[src/rtl/rank_order_filter_if.sv]
// Handshake bundle for the rank-order filter: window in, selected pixel out.
`timescale 1ns/1ps
interface rank_order_filter_if #(parameter int DATA_W = 8);
  logic                  in_valid;
  logic                  in_ready;
  logic [9*DATA_W-1:0]   px_in;
  logic [3:0]            rank_sel;
  logic                  out_valid;
  logic                  out_ready;
  logic [DATA_W-1:0]     out_data;
  logic                  out_noisy;

  modport master (output in_valid, px_in, rank_sel, out_ready,
                  input  in_ready, out_valid, out_data, out_noisy);
  modport slave  (input  in_valid, px_in, rank_sel, out_ready,
                  output in_ready, out_valid, out_data, out_noisy);
endinterface

[src/rtl/rank_order_filter.sv]
// Pipelined 3x3 rank-order filter: 9-round odd-even transposition sort, global stall.
// Define ADAPTIVE_SWITCH_EN for the adaptive switching-median output stage.
`timescale 1ns/1ps
module cmp_swap #(parameter int DATA_W = 8) (
  input  logic [DATA_W-1:0] a,
  input  logic [DATA_W-1:0] b,
  output logic [DATA_W-1:0] lo,
  output logic [DATA_W-1:0] hi
);
  // Strict compare so equal values never swap.
  assign lo = (a > b) ? b : a;
  assign hi = (a > b) ? a : b;
endmodule

module rank_order_filter #(parameter int DATA_W = 8) (
  input logic clk,
  input logic rst,
  rank_order_filter_if.slave bus
);
  localparam int STAGES = 9;
  typedef logic [8:0][DATA_W-1:0] win_t;

  win_t                   stg [STAGES:0];
  win_t                   nxt [1:STAGES];
  logic [STAGES:0]        vld_pipe;
  logic [STAGES:0][3:0]   rank_pipe;
`ifdef ADAPTIVE_SWITCH_EN
  logic [STAGES:0][DATA_W-1:0] ctr_pipe;
`endif

  logic                   adv;
  logic                   out_valid_q;
  logic [DATA_W-1:0]      out_data_q;
  logic                   out_noisy_q;
  win_t                   srt;
  logic [DATA_W-1:0]      pick;
  logic [DATA_W-1:0]      data_c;
  logic                   noisy_c;

  // Everything advances together unless the output is held by the sink.
  assign adv          = !(out_valid_q && !bus.out_ready);
  assign bus.in_ready = adv;

  for (genvar s = 1; s <= STAGES; s++) begin : g_stg
    localparam int OFF = (s % 2 == 1) ? 0 : 1;
    for (genvar p = 0; p < 4; p++) begin : g_pair
      cmp_swap #(.DATA_W(DATA_W)) u_cx (
        .a  (stg[s-1][OFF+2*p]),
        .b  (stg[s-1][OFF+2*p+1]),
        .lo (nxt[s][OFF+2*p]),
        .hi (nxt[s][OFF+2*p+1])
      );
    end
    if (OFF == 0) begin : g_pass_hi
      assign nxt[s][8] = stg[s-1][8];
    end else begin : g_pass_lo
      assign nxt[s][0] = stg[s-1][0];
    end
  end

  assign srt  = stg[STAGES];
  assign pick = srt[rank_pipe[STAGES]];

`ifdef ADAPTIVE_SWITCH_EN
  // Only impulse pixels (centre at an extreme) get replaced.
  assign noisy_c = (ctr_pipe[STAGES] == srt[0]) || (ctr_pipe[STAGES] == srt[8]);
  assign data_c  = noisy_c ? pick : ctr_pipe[STAGES];
`else
  assign noisy_c = 1'b0;
  assign data_c  = pick;
`endif

  always_ff @(posedge clk or posedge rst) begin
    if (rst) begin
      vld_pipe    <= '0;
      rank_pipe   <= '0;
      for (int s = 0; s <= STAGES; s++) stg[s] <= '0;
`ifdef ADAPTIVE_SWITCH_EN
      ctr_pipe    <= '0;
`endif
      out_valid_q <= 1'b0;
      out_data_q  <= '0;
      out_noisy_q <= 1'b0;
    end else if (adv) begin
      vld_pipe[0]  <= bus.in_valid;
      stg[0]       <= bus.px_in;
      rank_pipe[0] <= (bus.rank_sel > 4'd8) ? 4'd8 : bus.rank_sel;
`ifdef ADAPTIVE_SWITCH_EN
      ctr_pipe[0]  <= bus.px_in[4*DATA_W +: DATA_W];
`endif
      for (int s = 1; s <= STAGES; s++) begin
        vld_pipe[s]  <= vld_pipe[s-1];
        stg[s]       <= nxt[s];
        rank_pipe[s] <= rank_pipe[s-1];
`ifdef ADAPTIVE_SWITCH_EN
        ctr_pipe[s]  <= ctr_pipe[s-1];
`endif
      end
      out_valid_q <= vld_pipe[STAGES];
      out_data_q  <= data_c;
      out_noisy_q <= noisy_c;
    end
  end

  assign bus.out_valid = out_valid_q;
  assign bus.out_data  = out_data_q;
  assign bus.out_noisy = out_noisy_q;
endmodule

[src/flat_wrapper.sv]
// flat-port wrapper written by rule: the top's interface ports become plain ports
module rank_order_filter_flat 
#(parameter int DATA_W = 8)
  (clk, rst, bus_in_valid, bus_px_in, bus_rank_sel, bus_out_ready, bus_in_ready, bus_out_valid, bus_out_data, bus_out_noisy);
  rank_order_filter_if #(.DATA_W(DATA_W)) bus_i ();
  input logic clk;
  input logic rst;
  input wire logic [$bits(bus_i.in_valid)-1:0] bus_in_valid;
  input wire logic [$bits(bus_i.px_in)-1:0] bus_px_in;
  input wire logic [$bits(bus_i.rank_sel)-1:0] bus_rank_sel;
  input wire logic [$bits(bus_i.out_ready)-1:0] bus_out_ready;
  output wire logic [$bits(bus_i.in_ready)-1:0] bus_in_ready;
  output wire logic [$bits(bus_i.out_valid)-1:0] bus_out_valid;
  output wire logic [$bits(bus_i.out_data)-1:0] bus_out_data;
  output wire logic [$bits(bus_i.out_noisy)-1:0] bus_out_noisy;
  assign bus_i.in_valid = bus_in_valid;
  assign bus_i.px_in = bus_px_in;
  assign bus_i.rank_sel = bus_rank_sel;
  assign bus_i.out_ready = bus_out_ready;
  assign bus_in_ready = bus_i.in_ready;
  assign bus_out_valid = bus_i.out_valid;
  assign bus_out_data = bus_i.out_data;
  assign bus_out_noisy = bus_i.out_noisy;
  rank_order_filter #(.DATA_W(DATA_W)) u_core (.clk(clk), .rst(rst), .bus(bus_i));
endmodule
[config.mk]
export PLATFORM = sky130hd
export DESIGN_NAME = rank_order_filter_flat
export DESIGN_NICKNAME = d
export VERILOG_FILES = /design/src/rtl/rank_order_filter_if.sv /design/src/rtl/rank_order_filter.sv /design/src/flat_wrapper.sv
export SDC_FILE = /design/constraint.sdc
export NUM_CORES = 2
export LEC_CHECK = 0
export ABC_AREA = 1
export CAP_MARGIN = 10
export CORE_MARGIN = 2
export CORE_UTILIZATION = 30
export DETAILED_ROUTE_END_ITERATION = 12
export PLACE_DENSITY_LB_ADDON = 0.1
export SYNTH_ARGS = -nofsm -noshare
export SYNTH_HDL_FRONTEND = slang
export SYNTH_SLANG_ARGS = --single-unit
[constraint.sdc]
create_clock -name clk -period 73.1 [get_ports clk]
set_input_delay 14.62 -clock clk [delete_from_list [all_inputs] [get_ports clk]]
set_output_delay 14.62 -clock clk [all_outputs]
set_load 0.05 [all_outputs]
==> results.sh <==
export IMPL_worstPathMaxFanout=127
export IMPL_ctsResizeCount=0
export IMPL_synth_edf_count=0
export IMPL_crit_start="bus_out_ready"
export IMPL_timing_max_transition_violations_final=0
export IMPL_area_growth_pct=11.6
export IMPL_ant_nets=0
export IMPL_start_util_pct=30.2
export IMPL_dieArea_sq_um=158000
export IMPL_timing_rr_start="u_core.bus.out_valid$_DFFE_PP0N_"
export IMPL_synth_seq_cells=779
export IMPL_endpoint="bus_in_ready"
export IMPL_via_count=37200
export IMPL_seq_area_frac_synth_pct=42.1
export IMPL_wl_per_cell_um=14.2
export IMPL_crit_path_end_kind="output port"
export IMPL_cp_arrival_ns=16.63
export IMPL_htree_levels=3
export IMPL_grt_usage_pct=15.0
export IMPL_fmax_ghz=0.0320
export IMPL_io_buffer_count=89
export IMPL_syn_inst=6144
export IMPL_nNetsFinal=6431
export IMPL_gp_congestion=0.782
export IMPL_max_cap_violations=0
export IMPL_fillCellCount=16600
export IMPL_route_detailed_drc=0
export IMPL_syn_nets=6512
export IMPL_dpl_hpwl_mm=78.6
export IMPL_avgSynthCellArea_sq_um=7.55
export IMPL_post_cts_setup_buffer_count=0
export IMPL_start_kind="input pin"
export IMPL_required_ns=58.48
export IMPL_synthFlopType="dfrtp_1"
export IMPL_synth_top_cell_area_share_pct=42.1
export IMPL_outcome="completed"
export IMPL_synth_top_cell_by_area="dfrtp_1"
export IMPL_crit_type="in2out"
export IMPL_grt_max_degree=214
export IMPL_numCtsBuffers=96
export IMPL_clkTransAtPathRegs_ns=0.05
export IMPL_placementRows=144
export IMPL_grt_ovfl_total=0
export IMPL_synth_area_sq_um=46400
export IMPL_rsz0062_at_grt="no"
export IMPL_worstMarginPinSlew_ns=1.12
export IMPL_slew_headroom_pct=25.3
export IMPL_grt_pass1_vias=37000
export IMPL_yosysMostFrequentCell="nand2_1"
export IMPL_r2r_end="u_core.stg[110]$_DFFE_PP0N_"
export IMPL_synth_common_cells="nand2_1, nand3_1, dfrtp_1"
export IMPL_cts_path_max_buffers=3
export IMPL_die_h_um=397
export IMPL_cts_tree="done"
export IMPL_grt_pass1_wl_mm=198
export IMPL_fp_dieW_um=397
export IMPL_antenna_found_initial=0
export IMPL_cts_sinks=779
export IMPL_hold_violations=0
export IMPL_skew_ns=0.0180
export IMPL_finalCriticalPeriod_ns=31.25
export IMPL_tns_ns=0
export IMPL_first_iter_violations=2009
export IMPL_fp_coreArea_sq_um=154000
export IMPL_synthArstFlopShare_pct=100
export IMPL_hold_path_class="reg2reg"
export IMPL_ctsHoldBuffers=0
export IMPL_drive_gt1_share_pct=6.44
export IMPL_finalCritPeriodShare_pct=42.7
export IMPL_drt_total_wl_mm=116
export IMPL_yosys_top_cells_area="dfrtp_1, nand2_1, nand3_1"
export IMPL_diodes=0
export IMPL_cts_root_buffer_cell="clkbuf_16"
export IMPL_r2r_setup_slack_ns=68.16
export IMPL_synth_distinct_cells=27
export IMPL_ios=91
export IMPL_worstRegToRegCells=9
export IMPL_yosysWarnings=0
export IMPL_first_pass_iters=5
export IMPL_clock_latency_ns=0.68
export IMPL_avgViaCountPerCell=4.54
export IMPL_setup_viol=0
[cells in the final DEF, fill, tap and decap left out]
cell type / instances
nand2_1: 2308
nand3_1: 1162
dfrtp_1: 779
inv_1: 707
ha_1: 288
o21ai_0: 162
clkbuf_16: 99
nor2_1: 91
clkdlybuf4s50_1: 89
a21oi_1: 87
nand2_4: 72
nor2_4: 37
a21o_1: 36
nand4_4: 36
nand2_2: 32
clkinv_2: 25
nor2_2: 24
buf_4: 20
clkbuf_8: 19
clkbuf_1: 15
o211ai_1: 14
bufinv_16: 14
o21ai_1: 5
clkinvlp_4: 5
inv_2: 4
buf_12: 4
a22o_1: 3
inv_6: 3
inv_8: 2
clkinv_1: 2
conb_1: 1
[flip-flops by register name, summed over array words and instances, names as in the netlist]
register / cells
u_core.bus.out_data: 8
u_core.stg: 576
u_core.vld_pipe: 10
u_core.nxt: 72
u_core.bus.out_valid: 1
u_core.rank_pipe: 40
u_core.srt: 72
[worst max-delay path, stage by stage]
cell,delay [ns]
clkdlybuf4s50_1,0.51
nor2_4,0.08
inv_8,0.43
clkdlybuf4s50_1,0.93
[per-stage QoR]
stage	hold slack, ns	utilization (%)	area [sq um]	setup slack [ns]	std cells
after floorplan	0.420	-	46400	36.61	6144
after global routing	0.487	33.7	51700	41.74	8189
after global placement	0.448	31.4	48300	41.81	8009
after detailed placement	0.441	31.4	48300	41.81	8009
final	0.451	33.7	51700	41.85	8189
after CTS	0.457	33.7	51700	41.82	8189
[final cells by class]
| type | count | area [sq um] | share of cell area (%) |
|---|---|---|---|
| Multi-Input combinational cell | 4358 | 22400 | 43.4 |
| Sequential cell | 779 | 19500 | 37.7 |
| Clock buffer | 133 | 2800 | 5.40 |
| Inverter | 715 | 2700 | 5.22 |
| Tap cell | 2044 | 2560 | 4.94 |
| Timing Repair Buffer | 113 | 1120 | 2.17 |
| Clock inverter | 47 | 609 | 1.18 |
[logic make-up (layout without fill, tap and decap cells)]
| logic type | after synthesis | after routing | synth area share (%) |
|---|---|---|---|
| AOI/OAI and AO/OA | 307 | 307 | 3.61 |
| adders and majority gates | 288 | 288 | 7.77 |
| buffers and inverters | 1007 | 1008 | 9.53 |
| DFF | 779 | 779 | 42.1 |
| other | 1 | 1 | 0.00809 |
| and+or+nand+nor | 3762 | 3762 | 37.0 |
[worst min-delay path by stage]
stage / from / endpoint / slack (ns) / cells past startpoint
after floorplan: u_core.vld_pipe[9]$_DFFE_PP0N_ / u_core.bus.out_valid$_DFFE_PP0N_ / 0.42 / 2
after global placement: u_core.vld_pipe[9]$_DFFE_PP0N_ / u_core.bus.out_valid$_DFFE_PP0N_ / 0.45 / 2
after detailed placement: u_core.vld_pipe[9]$_DFFE_PP0N_ / u_core.bus.out_valid$_DFFE_PP0N_ / 0.44 / 2
after CTS: u_core.vld_pipe[9]$_DFFE_PP0N_ / u_core.bus.out_valid$_DFFE_PP0N_ / 0.46 / 2
after global routing: u_core.rank_pipe[10]$_DFFE_PP0N_ / u_core.rank_pipe[14]$_DFFE_PP0N_ / 0.49 / 2
final: u_core.vld_pipe[9]$_DFFE_PP0N_ / u_core.bus.out_valid$_DFFE_PP0N_ / 0.45 / 2
[layer usage]
layer | global-route usage (%) | part of all wire [%]
met3 | 2.00 | 2.4
met2 | 23.6 | 44
met5 | 0 | 0
met1 | 21.7 | 51
met4 | 3.69 | 2.4
Power is left out: the tool's default activity adds up to more than one toggle a clock period on the data nets, which glitch-free logic cannot reach.
